$ cat src/rtl/fft_pkg.sv
// Shared constants, FSM state encoding and delay-depth helper for the SDF FFT stage controllers.
package fft_pkg;
  localparam int FFT_N     = 32;
  localparam int FFT_LOG2N = 5;
  localparam int FFT_TW_W  = 4;

  typedef enum logic [1:0] {
    ST_IDLE  = 2'd0,
    ST_FILL  = 2'd1,
    ST_RUN   = 2'd2,
    ST_DRAIN = 2'd3
  } state_e;

  function automatic int delay_depth(input int stage, input int n = FFT_N);
    return n >> stage;
  endfunction
endpackage

$ cat src/rtl/sdf_step_cnt.sv
// Sample-index counter for one SDF stage: wraps at 2**W-1, advances on en_i, clr_i has priority.
module sdf_step_cnt #(
  parameter int W = 5
) (
  input  logic         clk,
  input  logic         rst_n,
  input  logic         clr_i,
  input  logic         en_i,
  output logic [W-1:0] cnt_o,
  output logic         wrap_o
);
  logic [W-1:0] cnt_q, cnt_d;

  always_comb begin
    cnt_d = cnt_q;
    if (clr_i)     cnt_d = '0;
    else if (en_i) cnt_d = cnt_q + 1'b1;
  end

  always_ff @(posedge clk) begin
    if (!rst_n) cnt_q <= '0;
    else        cnt_q <= cnt_d;
  end

  assign cnt_o  = cnt_q;
  assign wrap_o = en_i && !clr_i && (cnt_q == '1);
endmodule

$ cat src/rtl/sdf_stage_ctrl.sv
// Sequencer for one radix-2 SDF stage: counts samples, decodes butterfly/twiddle controls,
// and drains the delay line after the last frame. All outputs registered.
//   state | meaning
//   IDLE  | waiting for first sample of a frame
//   FILL  | first D samples loading the delay line, no output
//   RUN   | steady streaming, one output per accepted sample
//   DRAIN | D internal steps flushing the delay line with zero input
module sdf_stage_ctrl
  import fft_pkg::*;
#(
  parameter int N     = FFT_N,
  parameter int STAGE = 1,
  parameter int TW_W  = FFT_TW_W
) (
  input  logic            clk,
  input  logic            rst_n,
  input  logic            valid_i,
  output logic            dl_shift,
  output logic            bf_sel,
  output logic            tw_en,
  output logic [TW_W-1:0] tw_addr,
  output logic            valid_o,
  output logic            sof_o,
  output logic            busy_o
);
  localparam int LOG2N = $clog2(N);
  localparam int D     = delay_depth(STAGE, N);
  localparam int LOG2D = $clog2(D);
  localparam bit TW_ACTIVE = (D > 1);
  localparam logic [LOG2N-1:0] LAST_K = LOG2N'(D - 1);
  localparam logic [LOG2N-1:0] OUT0   = LOG2N'(D);

  state_e           state_q, state_d;
  logic [LOG2N-1:0] cnt;
  logic [LOG2N-1:0] k;
  logic             wrap;
  logic             step, clr, drain;
  logic             boundary_q;

  logic            dl_shift_q, dl_shift_d;
  logic            bf_sel_q, bf_sel_d;
  logic            tw_en_q, tw_en_d;
  logic [TW_W-1:0] tw_addr_q, tw_addr_d;
  logic            valid_q, valid_d;
  logic            sof_q, sof_d;
  logic            busy_q, busy_d;

  sdf_step_cnt #(.W(LOG2N)) u_cnt (
    .clk    (clk),
    .rst_n  (rst_n),
    .clr_i  (clr),
    .en_i   (step),
    .cnt_o  (cnt),
    .wrap_o (wrap)
  );

  assign k = cnt & LAST_K;

  always_comb begin
    state_d    = state_q;
    step       = 1'b0;
    clr        = 1'b0;
    drain      = 1'b0;
    valid_d    = 1'b0;
    sof_d      = 1'b0;
    dl_shift_d = 1'b0;
    bf_sel_d   = 1'b0;
    tw_en_d    = 1'b0;
    tw_addr_d  = '0;

    unique case (state_q)
      ST_IDLE: begin
        if (valid_i) begin
          step    = 1'b1;
          state_d = (D == 1) ? ST_RUN : ST_FILL;
        end
      end
      ST_FILL: begin
        if (valid_i) begin
          step = 1'b1;
          if (cnt == LAST_K) state_d = ST_RUN;
        end
      end
      ST_RUN: begin
        if (valid_i) begin
          step    = 1'b1;
          valid_d = 1'b1;
          sof_d   = (cnt == OUT0);
        end else if (boundary_q) begin
          state_d = ST_DRAIN;
        end
      end
      ST_DRAIN: begin
        step    = 1'b1;
        drain   = 1'b1;
        valid_d = 1'b1;
        if (cnt == LAST_K) begin
          state_d = ST_IDLE;
          clr     = 1'b1;
        end
      end
      default: state_d = ST_IDLE;
    endcase

    // Twiddles apply only once the delay line holds differences from a butterfly half.
    if (step) begin
      dl_shift_d = 1'b1;
      bf_sel_d   = !drain && cnt[LOG2D];
      tw_en_d    = TW_ACTIVE && !cnt[LOG2D] && (state_q == ST_RUN || state_q == ST_DRAIN);
      if (tw_en_d) tw_addr_d = TW_W'(k << (STAGE - 1));
    end

    busy_d = (state_d != ST_IDLE);
  end

  always_ff @(posedge clk) begin
    if (!rst_n) begin
      state_q    <= ST_IDLE;
      boundary_q <= 1'b0;
      dl_shift_q <= 1'b0;
      bf_sel_q   <= 1'b0;
      tw_en_q    <= 1'b0;
      tw_addr_q  <= '0;
      valid_q    <= 1'b0;
      sof_q      <= 1'b0;
      busy_q     <= 1'b0;
    end else begin
      state_q    <= state_d;
      if (step) boundary_q <= wrap;
      dl_shift_q <= dl_shift_d;
      bf_sel_q   <= bf_sel_d;
      tw_en_q    <= tw_en_d;
      tw_addr_q  <= tw_addr_d;
      valid_q    <= valid_d;
      sof_q      <= sof_d;
      busy_q     <= busy_d;
    end
  end

  assign dl_shift = dl_shift_q;
  assign bf_sel   = bf_sel_q;
  assign tw_en    = tw_en_q;
  assign tw_addr  = tw_addr_q;
  assign valid_o  = valid_q;
  assign sof_o    = sof_q;
  assign busy_o   = busy_q;
endmodule

$ cat config.mk
export PLATFORM = sky130hd
export DESIGN_NAME = sdf_stage_ctrl
export DESIGN_NICKNAME = d
export VERILOG_FILES = /design/src/rtl/fft_pkg.sv /design/src/rtl/sdf_step_cnt.sv /design/src/rtl/sdf_stage_ctrl.sv
export SDC_FILE = /design/constraint.sdc
export NUM_CORES = 1
export LEC_CHECK = 0
export CORE_UTILIZATION = 40
export DETAILED_ROUTE_END_ITERATION = 8
export GPL_ROUTABILITY_DRIVEN = 0
export PLACE_DENSITY = 0.59
export SYNTH_ARGS = -nofsm -noshare
export SYNTH_HDL_FRONTEND = slang
export SYNTH_SLANG_ARGS = --single-unit
export TNS_END_PERCENT = 1
$ cat constraint.sdc
create_clock -name clk -period 2.3 [get_ports clk]
set_input_delay 0.69 -clock clk [delete_from_list [all_inputs] [get_ports clk]]
set_output_delay 0.69 -clock clk [all_outputs]
set_load 0.01 [all_outputs]
==> impl_metrics.yaml <==
outcome:
  status: "complete, no violations"
setup_path:
  cp_max_fo: 1
  cpPeakStageDelay_ns: 0.52
  cp_slowest_cell: "clkdlybuf4s50_1"
  critPathBufInv: 1
  path_class: "reg2out"
  cp_top_family: "buffers and inverters"
  path_cells: "clkdlybuf4s50_1"
  cp.arrival_ns: 1.14
  cp-start-kind: "flop"
  worstSetupEndpointType: "primary output"
  cp.required_ns: 1.61
logic_synthesis:
  yosysWarnings: 0
  synth_top_area_share_pct: 49.2
  ys_async_sr_fraction_pct: 0
  synth_edf_count: 0
  ys.flop_type: "dfxtp_1"
  yosysTopAreaCell: "dfxtp_1"
  synth-seq-area-share_pct: 49.2
  synth_nets: 83
  synth.avg_cell_area_um2: 9.63
  synthCells: 76
  synth_cell_types: 28
  ys_seq_elements: 18
  syn-cell-area_um2: 732
  netlist_top_cells_area: "dfxtp_1 49%, ha_1 6.8%, nand3_1 3.4%, inv_1 2.6%, nand2_1 2.6%"
floorplanning:
  die_h_um: 44.8
  start_util_pct: 42.4
  dieWidth_um: 44.8
  rows: 15
  dieArea_um2: 2000
  ios: 13
  core_um2: 1730
pwr:
  total_power_uw: 583
  peakVddDrop_v: 0.000266
  p_leak_nw: 0.344
  power.density_nw_per_um2: 644
global_routing:
  grt_pass1_vias: 451
  grt_overflow_total: 0
  grt_start_max_net_pins: 11
  grt_pass1_wl_um: 2040
  grt_usage_pct: 14.1
  antenna_found_initial: 0
timing:
  skew_ns: 0.00921
  setup_ws_ns: 0.469
  fin_crit_sh_pct: 79.6
  finalHoldViolCount: 0
  max_freq_mhz: 546
  worst_slew_pin_slew_ns: 0.406
  rsz0062_at_grt: "no"
  max_slew_margin_pct: 73.0
  period_minus_slack_ns: 1.83
  slew_violations: 0
  final.setup.tns_ns: 0
  setup_viol: 0
  hold_ws_ns: 0.499
placement:
  dpl.cell_count: 111
  dp_slack_ns: 0.229
  port_buffers: 12
  hpwl_um: 885
  dpl_cell_area_um2: 870
final_layout:
  postLayoutCoreUtil_pct: 52.5
  layout.cells.non_filler: 115
  drive_gt1_share_pct: 8.89
  n_antenna_cell: 0
  nFillCells: 180
  final_nets: 98
  syn2layout_area_growth_pct: 23.8
  regArea_um2: 360
  multiInputGateArea_um2: 324
  final_area_um2: 906
detailed_routing:
  num_vias: 538
  routed_wl_um: 1190
  dr_wl_met2_um: 471
  wl_met1_um: 650
  dr.pass1.iters: 4
  wl_met3_um: 58
  initialDrtViolationCount: 8
  routedWlPerCell_um: 10.3
  maxUsedRoutingLayer: "met4"
  antenna_left: 0
  drc: 0
  via_per_inst: 4.68
cts:
  postCtsSetupRepairBufs: 0
  clock_sink_count: 18
  h-tree-depth: 1
  cts_hold_buf: 0
  clock_path_buffers: 2
  root_buffer: "clkbuf_4"
  cts_tree: "built"
  clk_latency_ns: 0.29
  ctsResizeCount: 0
  path_clk_slew_ns: 0.11
  cts_made_buffers: 3
flow_run:
  drv_cap: 0
worst_hold_path:
  hp-class: "reg2reg"
[kinds of logic after synthesis]
kind of cell	share of synthesized area (%)
multiplexers	1.37
AND/OR/NAND/NOR	21.0
buffers and inverters	6.50
flip-flops	49.2
AO/OA/AOI/OAI	12.6
adder cells (fa/ha/maj)	6.84
XOR/XNOR	2.39
[flip-flops by register name (all words and copies together) (netlist names)]
| name | count |
|---|---|
| bf_sel | 1 |
| boundary_q | 1 |
| busy_o | 1 |
| dl_shift | 1 |
| sof_o | 1 |
| state_q | 2 |
| tw_addr | 4 |
| tw_en | 1 |
| u_cnt.cnt_o | 5 |
| valid_o | 1 |
[power by group]
group	leakage [nW]	total [mW]	internal, mW	switching (mW)
combinational	0.176	0.0564	0.0298	0.0266
clock	0.0210	0.192	0.0962	0.0957
sequential	0.147	0.335	0.322	0.0125
total	0.344	0.583	0.448	0.135
[layout by cell type, fill, tap and decap left out]
cell / n
o41a_1: 1
a21boi_0: 2
nor3_1: 2
a21oi_1: 2
nor2_2: 1
a32o_1: 1
ha_1: 4
dfxtp_1: 18
or4b_1: 1
clkbuf_4: 3
nand3_1: 5
nand2_1: 5
a21oi_2: 1
nor4_1: 2
and3_1: 1
nor2_1: 5
o21ai_0: 3
and4_1: 1
mux2i_1: 1
nor2b_1: 1
buf_4: 2
or3_1: 3
clkbuf_8: 1
o21a_1: 2
clkdlybuf4s50_1: 12
and2_1: 2
inv_1: 5
o211ai_1: 1
xnor2_1: 2
[synth_stat cells (all sizes together) (2+ instances only)]
cell type	count
o21ai	3
a21oi	3
xnor2	2
o21a	2
nor2	6
inv	5
nand3	5
nand2	5
a21boi	2
ha	4
dfxtp	18
nor3	2
buf	4
nor4	2
and2	2
or3	3
[layout make-up]
class / instances / area share [%]
clock buffer: 4 / 4.01
multi-input combinational: 49 / 35.8
sequential: 18 / 39.8
timing repair buffer: 14 / 14.9
inverter: 5 / 2.07
tap: 25 / 3.45
[path summary, 6_finish.rpt]
| check | from | slack (ns) | to | depth (start not counted) |
|---|---|---|---|---|
| max | busy_o$_SDFF_PN0_ | 0.47 | busy_o | 1 |
| min | boundary_q$_SDFFE_PN0N_ | 0.50 | boundary_q$_SDFFE_PN0N_ | 2 |
| max reg2reg | u_cnt.cnt_o[1]$_SDFFE_PP0N_ | 0.50 | busy_o$_SDFF_PN0_ | 6 |
| min reg2reg | boundary_q$_SDFFE_PN0N_ | 0.50 | boundary_q$_SDFFE_PN0N_ | 2 |
[metal layers]
| metal | global-route usage, % | vias up |
|---|---|---|
| met1 | 21.4 | 232 |
| met3 | 3.60 | 2 |
| met4 | 5.45 | 0 |
| met5 | 0 | - |
| li1 | - | 292 |
| met2 | 18.8 | 12 |
Power figures use the tool's default switching activity.
